**src/rtl/pin_lock_pkg.sv**
```systemverilog
// Shared types and constants for the PIN entry collector.
package pin_lock_pkg;

    localparam int unsigned PIN_W               = 16;
    localparam int unsigned DIGIT_W             = 4;
    localparam int unsigned NUM_DIGITS          = 4;
    localparam int unsigned COUNT_W             = 3;
    localparam int unsigned DEFAULT_MAX_FAILS   = 3;
    localparam int unsigned DEFAULT_LOCK_CYCLES = 1000;

    typedef enum logic [1:0] {
        COLLECT = 2'd0,
        CHECK   = 2'd1,
        LOCKOUT = 2'd2
    } pin_state_t;

endpackage

```
**src/rtl/lockout_timer.sv**
```systemverilog
// Loadable down-counter; done flags the final count of a lockout period.
module lockout_timer #(
    parameter int unsigned WIDTH = 10
) (
    input  logic             clk,
    input  logic             rst,
    input  logic             load,
    input  logic [WIDTH-1:0] load_val,
    output logic             done
);

    logic [WIDTH-1:0] count;

    // Load has priority; otherwise count down and hold at zero.
    always_ff @(posedge clk) begin
        if (rst) begin
            count <= '0;
        end else if (load) begin
            count <= load_val;
        end else if (count != '0) begin
            count <= count - WIDTH'(1);
        end
    end

    assign done = (count == WIDTH'(1));

endmodule

```
**src/rtl/pin_entry_collector.sv**
```systemverilog
// Collects four keypad digits, presents them for one check cycle, tracks
// consecutive failures and enforces a timed lockout.
module pin_entry_collector
    import pin_lock_pkg::*;
#(
    parameter int unsigned MAX_FAILS   = DEFAULT_MAX_FAILS,
    parameter int unsigned LOCK_CYCLES = DEFAULT_LOCK_CYCLES
) (
    input  logic               clk,
    input  logic               rst,
    input  logic               key_valid,
    input  logic [DIGIT_W-1:0] key_code,
    input  logic               key_clear,
    output logic [PIN_W-1:0]   pin,
    output logic               pin_valid,
    input  logic               unlock_in,
    output logic               unlock_ok,
    output logic               unlock_fail,
    output logic               locked_out,
    output logic [COUNT_W-1:0] digit_count
);

    localparam int unsigned FAIL_W  = $clog2(MAX_FAILS + 1);
    localparam int unsigned TIMER_W = $clog2(LOCK_CYCLES + 1);

    pin_state_t         state, state_d;
    logic [PIN_W-1:0]   pin_d;
    logic [COUNT_W-1:0] count_d;
    logic [FAIL_W-1:0]  fail_cnt, fail_d;
    logic               valid_d, ok_d, bad_d, locked_d;
    logic               timer_load, timer_done;

    lockout_timer #(
        .WIDTH(TIMER_W)
    ) u_timer (
        .clk      (clk),
        .rst      (rst),
        .load     (timer_load),
        .load_val (TIMER_W'(LOCK_CYCLES)),
        .done     (timer_done)
    );

    // State, entry and verdict registers.
    always_ff @(posedge clk) begin
        if (rst) begin
            state       <= COLLECT;
            pin         <= '0;
            digit_count <= '0;
            fail_cnt    <= '0;
            pin_valid   <= 1'b0;
            unlock_ok   <= 1'b0;
            unlock_fail <= 1'b0;
            locked_out  <= 1'b0;
        end else begin
            state       <= state_d;
            pin         <= pin_d;
            digit_count <= count_d;
            fail_cnt    <= fail_d;
            pin_valid   <= valid_d;
            unlock_ok   <= ok_d;
            unlock_fail <= bad_d;
            locked_out  <= locked_d;
        end
    end

    // Next-state and next-output logic; clear beats a same-cycle digit.
    always_comb begin
        state_d    = state;
        pin_d      = pin;
        count_d    = digit_count;
        fail_d     = fail_cnt;
        valid_d    = 1'b0;
        ok_d       = 1'b0;
        bad_d      = 1'b0;
        locked_d   = 1'b0;
        timer_load = 1'b0;
        unique case (state)
            COLLECT: begin
                if (key_clear) begin
                    pin_d   = '0;
                    count_d = '0;
                end else if (key_valid) begin
                    pin_d   = {pin[PIN_W-DIGIT_W-1:0], key_code};
                    count_d = digit_count + COUNT_W'(1);
                    if (digit_count == COUNT_W'(NUM_DIGITS - 1)) begin
                        state_d = CHECK;
                        valid_d = 1'b1;
                    end
                end
            end
            CHECK: begin
                pin_d   = '0;
                count_d = '0;
                state_d = COLLECT;
                if (unlock_in) begin
                    ok_d   = 1'b1;
                    fail_d = '0;
                end else begin
                    bad_d = 1'b1;
                    if (fail_cnt == FAIL_W'(MAX_FAILS - 1)) begin
                        fail_d     = FAIL_W'(MAX_FAILS);
                        timer_load = 1'b1;
                        locked_d   = 1'b1;
                        state_d    = LOCKOUT;
                    end else begin
                        fail_d = fail_cnt + FAIL_W'(1);
                    end
                end
            end
            LOCKOUT: begin
                locked_d = 1'b1;
                if (timer_done) begin
                    locked_d = 1'b0;
                    fail_d   = '0;
                    state_d  = COLLECT;
                end
            end
            default: begin
                state_d = COLLECT;
            end
        endcase
    end

endmodule

```
**config.mk**
```make
export PLATFORM = sky130hd
export DESIGN_NAME = pin_entry_collector
export DESIGN_NICKNAME = d
export VERILOG_FILES = /design/src/rtl/pin_lock_pkg.sv /design/src/rtl/lockout_timer.sv /design/src/rtl/pin_entry_collector.sv
export SDC_FILE = /design/constraint.sdc
export NUM_CORES = 1
export LEC_CHECK = 0
export CAP_MARGIN = 0
export CORE_MARGIN = 1.5
export CORE_UTILIZATION = 50
export CTS_BUF_LIST = sky130_fd_sc_hd__clkbuf_16
export DETAILED_ROUTE_END_ITERATION = 12
export HOLD_SLACK_MARGIN = 0.1
export PLACE_DENSITY_LB_ADDON = 0.2
export SYNTH_ARGS = -nofsm -noshare
export SYNTH_HDL_FRONTEND = slang
export SYNTH_SLANG_ARGS = --single-unit
```
**constraint.sdc**
```tcl
create_clock -name clk -period 1.96 [get_ports clk]
set_input_delay 0.196 -clock clk [delete_from_list [all_inputs] [get_ports clk]]
set_output_delay 0.196 -clock clk [all_outputs]
set_load 0.1 [all_outputs]
```
======== After elaboration in Yosys (flattened, before gate mapping) ========
Index checks and enable logic that the tools add are counted.
storage, ports and cells
  flip-flop bits (word level) ............. 37
  input bits .............................. 9
  output and inout bits ................... 23
  logic and storage cells ................. 63
cells by class
  $add $sub $neg .......................... 3
  equality and inequality tests ........... 10
  muxes and demuxes ....................... 26
  bitwise gates (word level) .............. 3
  reductions and logical operators ........ 11
operators with widths
  cell                                                                  number
  16-bit 2-to-1 mux                                                     2
  16-bit one-hot mux with 2 select lines                                1
  10-bit 2-to-1 mux                                                     2
  2-bit 2-to-1 mux                                                      8
  10-bit by 1-bit == test with 1-bit output, second input constant      1
  10-bit nonzero test                                                   1
  10-bit by 1-bit subtractor with 10-bit output, second input constant  1
  2-bit inequality test, second input constant                          4
  1-bit 2-to-1 mux                                                      7
  3-bit 2-to-1 mux                                                      2
  2-bit one-hot mux with 3 select lines                                 1
  3-bit one-hot mux with 2 select lines                                 1
  2-bit nonzero test                                                    3
  2-bit == test, second input constant                                  2
  2-bit one-hot mux with 2 select lines                                 1
  2-bit AND reduction                                                   2
  4-bit AND reduction                                                   1
  2-bit OR reduction                                                    2
  4-bit OR reduction                                                    1
  3-bit by 1-bit adder with 3-bit output, second input constant         1
  3-bit by 2-bit == test with 1-bit output, second input constant       1
  3-bit inequality test, second input constant                          1
  1-bit inverter                                                        3
  2-bit by 1-bit adder with 2-bit output, second input constant         1
  other kinds (3)                                                       3

======== Logic depth before layout (Yosys ltp) ========
Gate-level depths: netlist (run 1).
  word-level depth ........................ 5
  depth in mapped cells ................... 7
  mapped depth without buffers ............ 6

======== Cells and area by module ========
A second synthesis (run 1) with hierarchy kept.
unflattened totals
  cells, all modules ...................... 212
  area total of the unflattened synthesis .. 1850.5 um^2
by module, submodules not included
  module               instances  cells an instance  area each (um^2)  seq. area each (um^2)
  pin_entry_collector  1          140                1242.4            540.5
  lockout_timer        1          72                 608.1             200.2

======== Worst setup path after synthesis (run 1) ========
OpenSTA, ideal clock, no wires.
  kind .................................... register to register
  start point ............................. reg digit_count[0]
  end point ............................... reg state[0]
  library setup time ...................... 95 ps
  data arrival time ....................... 1817 ps
  required time ........................... 1865 ps
  path slack .............................. 48 ps
  stages on the path, launching flop included .. 6
  path buffers ............................ 0
  period minus slack after synthesis ...... 1912 ps
  cell sequence ........................... dfxtp_1 -> ha_1 -> ha_1 -> nand3b_1 -> nand2b_1 -> a221oi_1
on the way
  cells in the longest elaborated chain, start to end .. 3
RTL lines
  element                                   RTL line                   source
  start: declaration                        pin_entry_collector.sv:20  output logic [COUNT_W-1:0] digit_count
  start signal: assignment                  pin_entry_collector.sv:57  digit_count <= count_d;
  3-bit by 2-bit == test with 1-bit output  pin_entry_collector.sv:85  if (digit_count == COUNT_W'(NUM_DIGITS - 1)) begin
  2-bit inequality test (no source line)    n/a
  4-bit AND reduction (no source line)      n/a
  end signal: assignment                    pin_entry_collector.sv:55  state <= state_d;
  end: declaration                          pin_entry_collector.sv:26  pin_state_t state, state_d;
No other way between the ends.
A chain may end at the register's enable or synchronous reset.

======== Final worst setup path (run 1) ========
  start point ............................. reg u_timer.count[0]
  end point ............................... reg u_timer.count[3]
on the way
  cells in the longest elaborated chain, start to end .. 3
  elaborated cells between the ends (all ways) .. 5
  those cells by class .................... 1 x add/sub; 2 x mux; 2 x reduce/logical
RTL lines
  element                                        RTL line             source
  start: declaration                             lockout_timer.sv:12  logic [WIDTH-1:0] count;
  start signal: assignment                       lockout_timer.sv:19  count <= load_val;
  start signal: assignment                       lockout_timer.sv:21  count <= count - WIDTH'(1);
  10-bit by 1-bit subtractor with 10-bit output  lockout_timer.sv:21
  10-bit 2-to-1 mux                              lockout_timer.sv:20  end else if (count != '0) begin
  10-bit 2-to-1 mux                              lockout_timer.sv:18  end else if (load) begin
Parallel ways exist; a longest one is shown, timed or not. The select of a mux whose other input is x is not followed.

==> impl_metrics.csv, run 1 <==
group,metric,value,unit
sta,final-max-slew-violation-count,0,
critical_path,crit_end_category,"flip-flop",
hold_path,hold_path.startpoint,"fail_cnt[0]",
sta,grt_setup_unrepaired,"false",
cts,tritoncts.num_buffers,5,
cts,cts.htree.levels,2,
sta,slew_limit_headroom,71.7,%
power,power_frac_comb,26.0,%
sta,finClkSkew,0.00345,ns
synthesis,synth_seq_area_share,47.6,%
global_route,grt_antenna_before_repair,0,
global_route,grt_max_degree,27,
power,power-per-cell-area,1100,nW/um^2
final_layout,antenna-diode-count,0,
critical_path,ff2ff_path_depth,6,
cts,clkSinkCount,37,
power,clock_power_share,34.3,%
critical_path,timing_worst_setup_path_type,"flip-flop to flip-flop",
power,power.switching,670,uW
synthesis,synth-edff-count,0,
synthesis,synthesis.yosys.warnings,0,
floorplan,ios,32,
final_layout,mostFrequentLayoutCell,"dfxtp_1",
synthesis,synth_async_sr_flop_share,0,%
floorplan,dieHeight,58.8,um
floorplan,fp.dieW,58.8,um
final_layout,area_used_by_multi_input_combinational_logic,767,um^2
drt,drt-total-wl,3330,um
synthesis,synth_area_per_cell,9.16,um^2
place,placement.cell_area,1880,um^2
hold_path,hold_path_class,"flip-flop to flip-flop",
synthesis,post_synth_inst_count,170,
synthesis,yosys.cell_types.count,35,
critical_path,worstPathMaxFanout,7,
critical_path,setup.worst_path.start_class,"flip-flop",
floorplan,fp.coreArea,3000,um^2
final_layout,filler_cell_count,249,
place,place_hpwl,2320,um
global_route,grtUsageTotal,21.2,%
sta,final.min_clock_period,1.78,ns
power,power.internal,1560,uW
place,place.gp.congestion,0.884,
floorplan,floorplan.initialDensity,51.8,%
hold_path,number_of_stages_on_the_worst_hold_path,1,
drt,drc,0,
final_layout,seqCellArea,741,um^2
global_route,grt_first_pass_wirelength,5530,um
place,placement.setup.worst_slack,0.130,ns
global_route,groute.layer.met3.usage,7.03,%
drt,detail_route.vias_per_cell,5.62,
global_route,grt.overflow.total,0,
power,power.share.sequential,39.7,%
global_route,grt.met1_usage,23.2,%
synthesis,synthFlopType,"dfxtp_1",
critical_path,reg2reg_setup_slack,0.18,ns
final_layout,final_cell_area,2030,um^2
sta,postLayoutSetupSlackWorst,0.178,ns
critical_path,worstPathCellList,"inv_1 > ha_1 > nor4b_4 > and3_1 > or3_2 > a31oi_1",
synthesis,mappedNetlistArea,1560,um^2
sta,tns,0,ns
power,pleak,0.000845,uW
critical_path,cp_top_family,"simple AND/OR/NAND/NOR gates",
drt,detailedRoute.firstIterationViolations,42,
critical_path,cp_data_required_time,2.16,ns
drt,drtPass1Iterations,4,
sta,worst_slew_pin_slew,0.421,ns
global_route,grt.met2_usage,36.8,%
critical_path,path_buf_inv,1,
synthesis,ys_seq_elements,37,
sta,setup-violations-final,0,
final_layout,mostFrequentLayoutCells,"37 x dfxtp_1, 27 x nor2_1, 27 x buf_4, 17 x a22oi_1, 9 x inv_1",
drt,wire_per_inst,13.9,um
cts,postCtsHoldBufs,0,
cts,clockBufferDepth,2,
final_layout,drive_gt1_share,21.4,%
sta,fin_worst_hold_slack,0.470,ns
cts,post_cts_buffers,0,
global_route,first_global_vias,1294,
cts,clkTransAtPathRegs,0.06,ns
floorplan,placementRows,20,
final_layout,synthToLayoutAreaGrowth,30.3,%
global_route,busiest_layer,"met2",
synthesis,mappedNetlistNets,187,
sta,hold_viol,0,
power,p_sw_share,30.0,%
cts,clockRootBuffer,"clkbuf_16",
sta,post-route-period-util,90.9,%
final_layout,final_nets,222,
outcome,result_of_the_run,"finished, final reports clean",
cts,clock_latency_reported_for_the_late_side_of_the_worst_skew_pair,0.28,ns
power,peakVddDrop,0.676,mV
hold_path,min_delay_worst_endpoint,"fail_cnt[0]",
place,portBuffers,31,
cts,cts_tree,"yes",
critical_path,worst_ep_arrival_time,1.98,ns
floorplan,die-area,3460,um^2
critical_path,critical_path.max_stage_delay,0.45,ns
critical_path,crit_path_top_delay_cell,"or3_2",
sta,fmaxAchievable,561,MHz
final_layout,postLayoutCoreUtil,67.5,%
drt,routed-via-count,1344,
critical_path,timing.rr.end,"u_timer.count[3]",
critical_path,worst_r2r_startpoint,"u_timer.count[0]",
flow_run,maxCapViolCount,0,
drt,drt.antenna.violating_nets,0,
[worst max path at each step]
stage               slack (ns)  depth (start not counted)                to              from
floorplan                 0.05                          5          state[0]    digit_count[0]
global placement          0.23                          6  u_timer.count[7]  u_timer.count[0]
detailed placement        0.13                          6  u_timer.count[3]  u_timer.count[0]
CTS                       0.11                          6  u_timer.count[3]  u_timer.count[0]
global route              0.01                          6  u_timer.count[3]  u_timer.count[0]
finish                    0.18                          6  u_timer.count[3]  u_timer.count[0]
[flip-flops by register name, indices dropped and copies added, names as in the netlist]
register       cells
pin               16
u_timer.count     10
digit_count        3
fail_cnt           2
state              2
locked_out         1
pin_valid          1
unlock_fail        1
unlock_ok          1
[synthesized netlist by cell type (all sizes together), types with 4 or more instances]
cell | number | area [um^2]
dfxtp | 37 | 741
nand2 | 6 | 22.5
a21oi | 8 | 40.0
o21ai | 5 | 25.0
or3 | 4 | 36.3
a31oi | 5 | 31.3
inv | 9 | 33.8
nor2 | 27 | 101
a22oi | 17 | 128
ha | 8 | 100
clkbuf | 8 | 30.0
nand2b | 6 | 37.5
[routing by layer]
metal | vias to the layer above | routed length, um
met3 | 7 | 149
met5 | - | 0
li1 | 671 | -
met4 | 0 | 71
met1 | 640 | 1430
met2 | 26 | 1670
[layout make-up]
class,count,area share [%]
Sequential cell,37,36.5
Inverter,9,1.67
Clock buffer,5,6.17
Multi-Input combinational cell,116,37.8
Tap cell,33,2.04
Clock inverter,3,0.864
Timing Repair Buffer,36,14.9
[through the flow]
stage,total power (uW),cells
after floorplan,1320,170
after global placement,1430,231
after detailed placement,1460,231
after CTS,2220,239
after global routing,2360,239
final,2230,239
[worst reg2reg max path, delay by kind of cell, from the launching register on]
| family | cells | cell delay (ns) |
|---|---|---|
| flip-flops | 1 | 0.35 |
| adder cells (fa/ha/maj) | 1 | 0.24 |
| buffers and inverters | 1 | 0.07 |
| AO/OA/AOI/OAI | 1 | 0.20 |
| AND/OR/NAND/NOR | 3 | 0.84 |
[logic make-up after synthesis]
| kind of cell | share of synthesized area (%) |
|---|---|
| fa+ha+maj | 6.43 |
| compound gates | 19.3 |
| buf+inv | 4.10 |
| xor+xnor | 0.563 |
| mux | 1.29 |
| flops | 47.6 |
| simple gates | 20.7 |
[power by group through the flow]
stage          clock network, uW  logic [uW]  registers, uW
2_1_floorplan                  0         405            917
3_5_place_dp                   0         559            896
4_1_cts                      775         568            881
5_1_grt                      806         654            899
6_report                     765         579            887
3_3_place_gp                   0         542            893
[timing repair]
action                     4_1_cts  5_1_grt
gates resized for setup          0        1
hold endpoints to repair         0        0
setup endpoints to repair        0        2
Power figures use the tool's default switching activity.
==> run 2: changes to the inputs <==
--- a/config.mk
+++ b/config.mk
@@ -6,12 +6,14 @@
 export NUM_CORES = 1
 export LEC_CHECK = 0
 export CAP_MARGIN = 0
+export CORE_ASPECT_RATIO = 0.7
 export CORE_MARGIN = 1.5
 export CORE_UTILIZATION = 50
 export CTS_BUF_LIST = sky130_fd_sc_hd__clkbuf_16
 export DETAILED_ROUTE_END_ITERATION = 12
 export HOLD_SLACK_MARGIN = 0.1
 export PLACE_DENSITY_LB_ADDON = 0.2
+export REMOVE_ABC_BUFFERS = 1
 export SYNTH_ARGS = -nofsm -noshare
 export SYNTH_HDL_FRONTEND = slang
 export SYNTH_SLANG_ARGS = --single-unit
==> run 2 against run 1 <==
Effect of this change:
- combinational power is 0.7% lower
- sequential share of layout area up 0.23 points
- largest cell class unchanged
- critical endpoint is now u_timer.count[7]
- critical path depth did not move
- first-iteration DRC count grew to 2.6 times the previous value
- hold slack lost 0.0018 ns
- clock skew barely moved
- cell count up 1.3%
- maximum frequency decreased by 2.6%
- highest routed layer unchanged
- die area is 0.15% higher
- via count rose by 0.82%
- non-clock buffer count did not move
==> impl_metrics.csv, run 2 (synthesized netlist as in run 1, its figures left out) <==
group,metric,value,unit
global_route,first_global_vias,1193,
floorplan,floorplan.initialDensity,54.0,%
place,portBuffers,31,
final_layout,top_register,"pin",
sta,setup-violations-final,0,
floorplan,dieHeight,49.7,um
floorplan,placementRows,16,
critical_path,path_buf_inv,1,
place,place.gp.congestion,0.845,
sta,grt_setup_unrepaired,"false",
critical_path,worstPathMaxFanout,7,
cts,clkTransAtPathRegs,0.05,ns
critical_path,cp_top_family,"simple AND/OR/NAND/NOR gates",
final_layout,final_nets,222,
cts,postCtsHoldBufs,0,
place,place_hpwl,2310,um
cts,cts.htree.levels,2,
global_route,grt_max_degree,22,
floorplan,ios,32,
global_route,grt_first_pass_wirelength,5360,um
sta,hold_viol,0,
drt,drc,0,
place,placed_cells,234,
sta,final.min_clock_period,1.83,ns
drt,drt-total-wl,3280,um
critical_path,worst_ep_arrival_time,2.03,ns
final_layout,filler_cell_count,227,
cts,clkSinkCount,37,
power,peakVddDrop,0.662,mV
drt,routed-via-count,1355,
cts,clockRootBuffer,"clkbuf_16",
final_layout,seqCellArea,741,um^2
drt,drtPass1Iterations,4,
cts,clockBufferDepth,2,
critical_path,worst_r2r_startpoint,"u_timer.count[0]",
hold_path,hold_path_class,"flip-flop to flip-flop",
final_layout,largest_register_ffs,16,
outcome,result_of_the_run,"finished, final reports clean",
cts,tritoncts.num_buffers,5,
critical_path,crit_end_category,"flip-flop",
global_route,grt.overflow.total,0,
final_layout,mostFrequentLayoutCell,"dfxtp_1",
critical_path,setup.worst_path.start_class,"flip-flop",
floorplan,fp.dieW,69.7,um
final_layout,finish.cell_count_without_fillers,242,
floorplan,fp.coreArea,2880,um^2
global_route,grt_antenna_before_repair,0,
cts,clock_latency_reported_for_the_late_side_of_the_worst_skew_pair,0.28,ns
critical_path,crit_path_top_delay_cell,"or4_1",
drt,detailedRoute.firstIterationViolations,108,
final_layout,area_used_by_multi_input_combinational_logic,767,um^2
power,power-per-cell-area,1100,nW/um^2
hold_path,hold_path.startpoint,"fail_cnt[0]",
flow_run,maxCapViolCount,0,
drt,wire_per_inst,13.5,um
floorplan,die-area,3460,um^2
critical_path,critical_path.max_stage_delay,0.47,ns
final_layout,drive_gt1_share,20.9,%
critical_path,worstPathCellList,"inv_1 > ha_1 > nor4b_4 > and3_1 > or4_1 > a31oi_1",
global_route,grtUsageTotal,19.9,%
sta,tns,0,ns
drt,drt.antenna.violating_nets,0,
sta,finClkSkew,0.00332,ns
drt,detail_route.vias_per_cell,5.60,
sta,slew_limit_headroom,70.3,%
critical_path,critical_path.startpoint,"u_timer.count[0]",
sta,final-max-slew-violation-count,0,
final_layout,top_regs,"pin (16), u_timer.count (10), digit_count (3)",
power,pleak,0.000847,uW
cts,cts_tree,"yes",
final_layout,synthToLayoutAreaGrowth,29.5,%
power,power,2210,uW
sta,fmaxAchievable,546,MHz
critical_path,cp_data_required_time,2.16,ns
final_layout,mostFrequentLayoutCells,"37 x dfxtp_1, 28 x buf_4, 27 x nor2_1, 17 x a22oi_1, 10 x inv_1",
sta,post-route-period-util,93.4,%
critical_path,timing_worst_setup_path_type,"flip-flop to flip-flop",
sta,worst_slew_pin_slew,0.444,ns
final_layout,antenna-diode-count,0,
==> run 2: final cells by class <==
class                      count  area share (%)
multi-input combinational    116            38.1
sequential                    37            36.7
timing repair buffer          36            14.4
clock buffer                   5            6.21
tap                           36            2.23
inverter                       9            1.68
clock inverter                 3           0.683
==> run 2: final timing paths <==
kind	to	slack [ns]	depth (start not counted)
max	u_timer.count[7]	0.13	6
min	fail_cnt[0]	0.47	1
max reg2reg	u_timer.count[7]	0.13	6
min reg2reg	fail_cnt[0]	0.47	1
==> run 2: power breakdown <==
part           leakage (uW)  internal (uW)  total, uW  switching, uW
Sequential         0.000300            818        894           75.0
Clock             0.0000748            460        740            279
Combinational      0.000472            274        575            301
==> run 2: timing repair <==
action	in CTS	in global routing
gates resized for setup	0	1
buffers inserted	0	0
endpoints found under the setup margin	0	4
==> run 2: per-stage QoR <==
stage | setup slack (ns) | hold WS [ns] | utilization (%) | cell area (um^2)
global route | 0.0445 | 0.476 | 69.9 | 2020
global placement | 0.220 | 0.449 | 64.8 | 1870
detailed placement | 0.0967 | 0.459 | 64.8 | 1870
CTS | 0.0866 | 0.471 | 69.6 | 2010
floorplan | -0.533 | 0.265 | - | 1530
finish | 0.130 | 0.468 | 69.9 | 2020
==> run 2: layer usage <==
metal | vias up | part of all wire [%] | wire [um] | GRT usage (%)
met3 | 6 | 4.5 | 146 | 5.73
met2 | 40 | 47 | 1530 | 32.2
met4 | 0 | 2.2 | 72 | 9.62
li1 | 674 | - | - | -
met5 | - | 0 | 0 | 0
met1 | 635 | 47 | 1530 | 24.6
==> run 3: changes to the inputs <==
--- a/config.mk
+++ b/config.mk
@@ -6,7 +6,6 @@
 export NUM_CORES = 1
 export LEC_CHECK = 0
 export CAP_MARGIN = 0
-export CORE_ASPECT_RATIO = 0.7
 export CORE_MARGIN = 1.5
 export CORE_UTILIZATION = 50
 export CTS_BUF_LIST = sky130_fd_sc_hd__clkbuf_16
==> run 3 against run 2 <==
Effect of this change:
- non-clock buffer count grew 1
- die area shrank 0.15%
- global-route usage grew 1.2 points
- critical path type unchanged
- highest routed layer unchanged
==> impl_metrics.csv, run 3 (synthesized netlist as in run 1, its figures left out) <==
group,metric,value,unit
final_layout,antenna-diode-count,0,
cts,cts.repair.resized,0,
cts,clockBufferDepth,2,
critical_path,reg2reg_setup_slack,0.19,ns
global_route,grt_max_degree,20,
final_layout,final_nets,223,
place,place_hpwl,2340,um
hold_path,hold_path_class,"flip-flop to flip-flop",
drt,drc,0,
sta,fin_worst_hold_slack,0.464,ns
floorplan,fp.coreArea,3000,um^2
cts,clockRootBuffer,"clkbuf_16",
power,power,2200,uW
place,portBuffers,31,
global_route,grt_first_pass_wirelength,5490,um
floorplan,die-area,3460,um^2
power,clock_power_share,33.1,%
critical_path,worst_ep_arrival_time,1.98,ns
sta,post-route-period-util,90.4,%
critical_path,worstPathMaxFanout,7,
drt,wire_per_inst,13.6,um
cts,postCtsHoldBufs,0,
drt,drt.antenna.violating_nets,0,
power,power.internal,1550,uW
critical_path,setup.worst_path.start_class,"flip-flop",
final_layout,mostFrequentLayoutCells,"37 x dfxtp_1, 29 x buf_4, 27 x nor2_1, 17 x a22oi_1, 12 x inv_1",
critical_path,crit_path_top_delay_cell,"or4_1",
cts,tritoncts.num_buffers,5,
cts,post_cts_buffers,0,
final_layout,mostFrequentLayoutCell,"dfxtp_1",
critical_path,cp_data_required_time,2.17,ns
sta,hold_viol,0,
sta,final-max-slew-violation-count,0,
hold_path,number_of_stages_on_the_worst_hold_path,1,
global_route,grtUsageTotal,21.1,%
drt,detailedRoute.firstIterationViolations,36,
power,p_sw_share,29.5,%
critical_path,worstPathCellList,"inv_1 > ha_1 > nor4b_4 > and3_1 > or4_1 > a31oi_1",
critical_path,critical_path.startpoint,"u_timer.count[0]",
critical_path,worst_r2r_startpoint,"u_timer.count[0]",
floorplan,ios,32,
critical_path,crit_end,"u_timer.count[7]",
sta,slew_limit_headroom,71.7,%
drt,drt-total-wl,3260,um
global_route,first_global_vias,1252,
power,power-per-cell-area,1090,nW/um^2
sta,worst_slew_pin_slew,0.422,ns
outcome,result_of_the_run,"finished, final reports clean",
sta,finClkSkew,0.00361,ns
final_layout,final_cell_area,2020,um^2
floorplan,floorplan.initialDensity,51.8,%
cts,cts.htree.levels,2,
sta,final.min_clock_period,1.77,ns
critical_path,timing.rr.end,"u_timer.count[7]",
global_route,grt.overflow.total,0,
power,power.share.sequential,40.6,%
drt,detail_route.vias_per_cell,5.64,
global_route,grt_antenna_before_repair,0,
final_layout,synthToLayoutAreaGrowth,29.6,%
floorplan,fp.dieW,58.8,um
drt,routed-via-count,1353,
cts,cts_tree,"yes",
cts,clkTransAtPathRegs,0.05,ns
final_layout,top_register,"pin",
sta,grt_setup_unrepaired,"false",
floorplan,dieHeight,58.8,um
critical_path,timing_worst_setup_path_type,"flip-flop to flip-flop",
floorplan,placementRows,20,
cts,clock_latency_reported_for_the_late_side_of_the_worst_skew_pair,0.27,ns
critical_path,critical_path.max_stage_delay,0.47,ns
power,power_frac_comb,26.3,%
place,place.gp.congestion,0.866,
final_layout,largest_register_ffs,16,
place,placement.cell_area,1870,um^2
final_layout,drive_gt1_share,20.3,%
power,pleak,0.000854,uW
power,peakVddDrop,0.700,mV
flow_run,maxCapViolCount,0,
place,placed_cells,232,
sta,setup-violations-final,0,
power,power.switching,648,uW
drt,drtPass1Iterations,4,
final_layout,finish.cell_count_without_fillers,240,
critical_path,ff2ff_path_depth,6,
critical_path,crit_end_category,"flip-flop",
final_layout,top_regs,"pin (16), u_timer.count (10), digit_count (3)",
cts,clkSinkCount,37,
sta,fmaxAchievable,564,MHz
## run 3: cell count changes in the layout (fill, tap and decap cells not counted)
cell / before / now
clkinv_2: 2 / 0
inv_1: 10 / 12
buf_4: 28 / 29
## run 3: cell type report
cell class	count	area, um^2
clock buffers	5	125
clock inverters	3	11.3
fillers	259	986
inverters	9	33.8
multi-input cells	116	767
flip-flops and latches	37	741
well taps	33	41.3
repair buffers	37	298
## run 3: how the worst min path moves through the flow
| stage | startpoint | end | slack (ns) |
|---|---|---|---|
| 6_report | fail_cnt[0] | fail_cnt[0] | 0.46 |
| 5_1_grt | fail_cnt[0] | fail_cnt[0] | 0.50 |
| 4_1_cts | fail_cnt[0] | fail_cnt[0] | 0.47 |
| 3_5_place_dp | fail_cnt[0] | fail_cnt[0] | 0.46 |
| 3_3_place_gp | fail_cnt[0] | fail_cnt[0] | 0.45 |
| 2_1_floorplan | rst | u_timer.count[6] | 0.27 |
## run 3: worst max-delay path: cells and delay by family (launching register included)
family / cells / cell delay [ns]
fa+ha+maj: 1 / 0.24
flops: 1 / 0.36
buf+inv: 1 / 0.08
simple gates: 3 / 0.86
compound gates: 1 / 0.16
## run 3: per-layer routing
metal  track usage [%]  up-vias  wire length (um)
li1                  -      675                 -
met1              24.2      642              1420
met2              35.7       34              1650
met3              7.47        2               172
met4              8.12        0                17
met5                 0        -                 0
## run 3: power groups by stage
stage                     clock network (uW)  registers [uW]  logic [uW]
after CTS                                744             883         563
after detailed placement                   0             898         559
final                                    728             892         579
after global placement                     0             892         535
after floorplan                            0             917         388
after global routing                     783             899         645
## run 3: stage by stage
step	worst slack, ns	setup TNS, ns	utilization [%]
after floorplan	-0.533	-8.29	-
after global placement	0.223	0	62.3
after detailed placement	0.157	0	62.3
after CTS	0.140	0	66.9
after global routing	0.0871	0	67.2
final	0.187	0	67.2
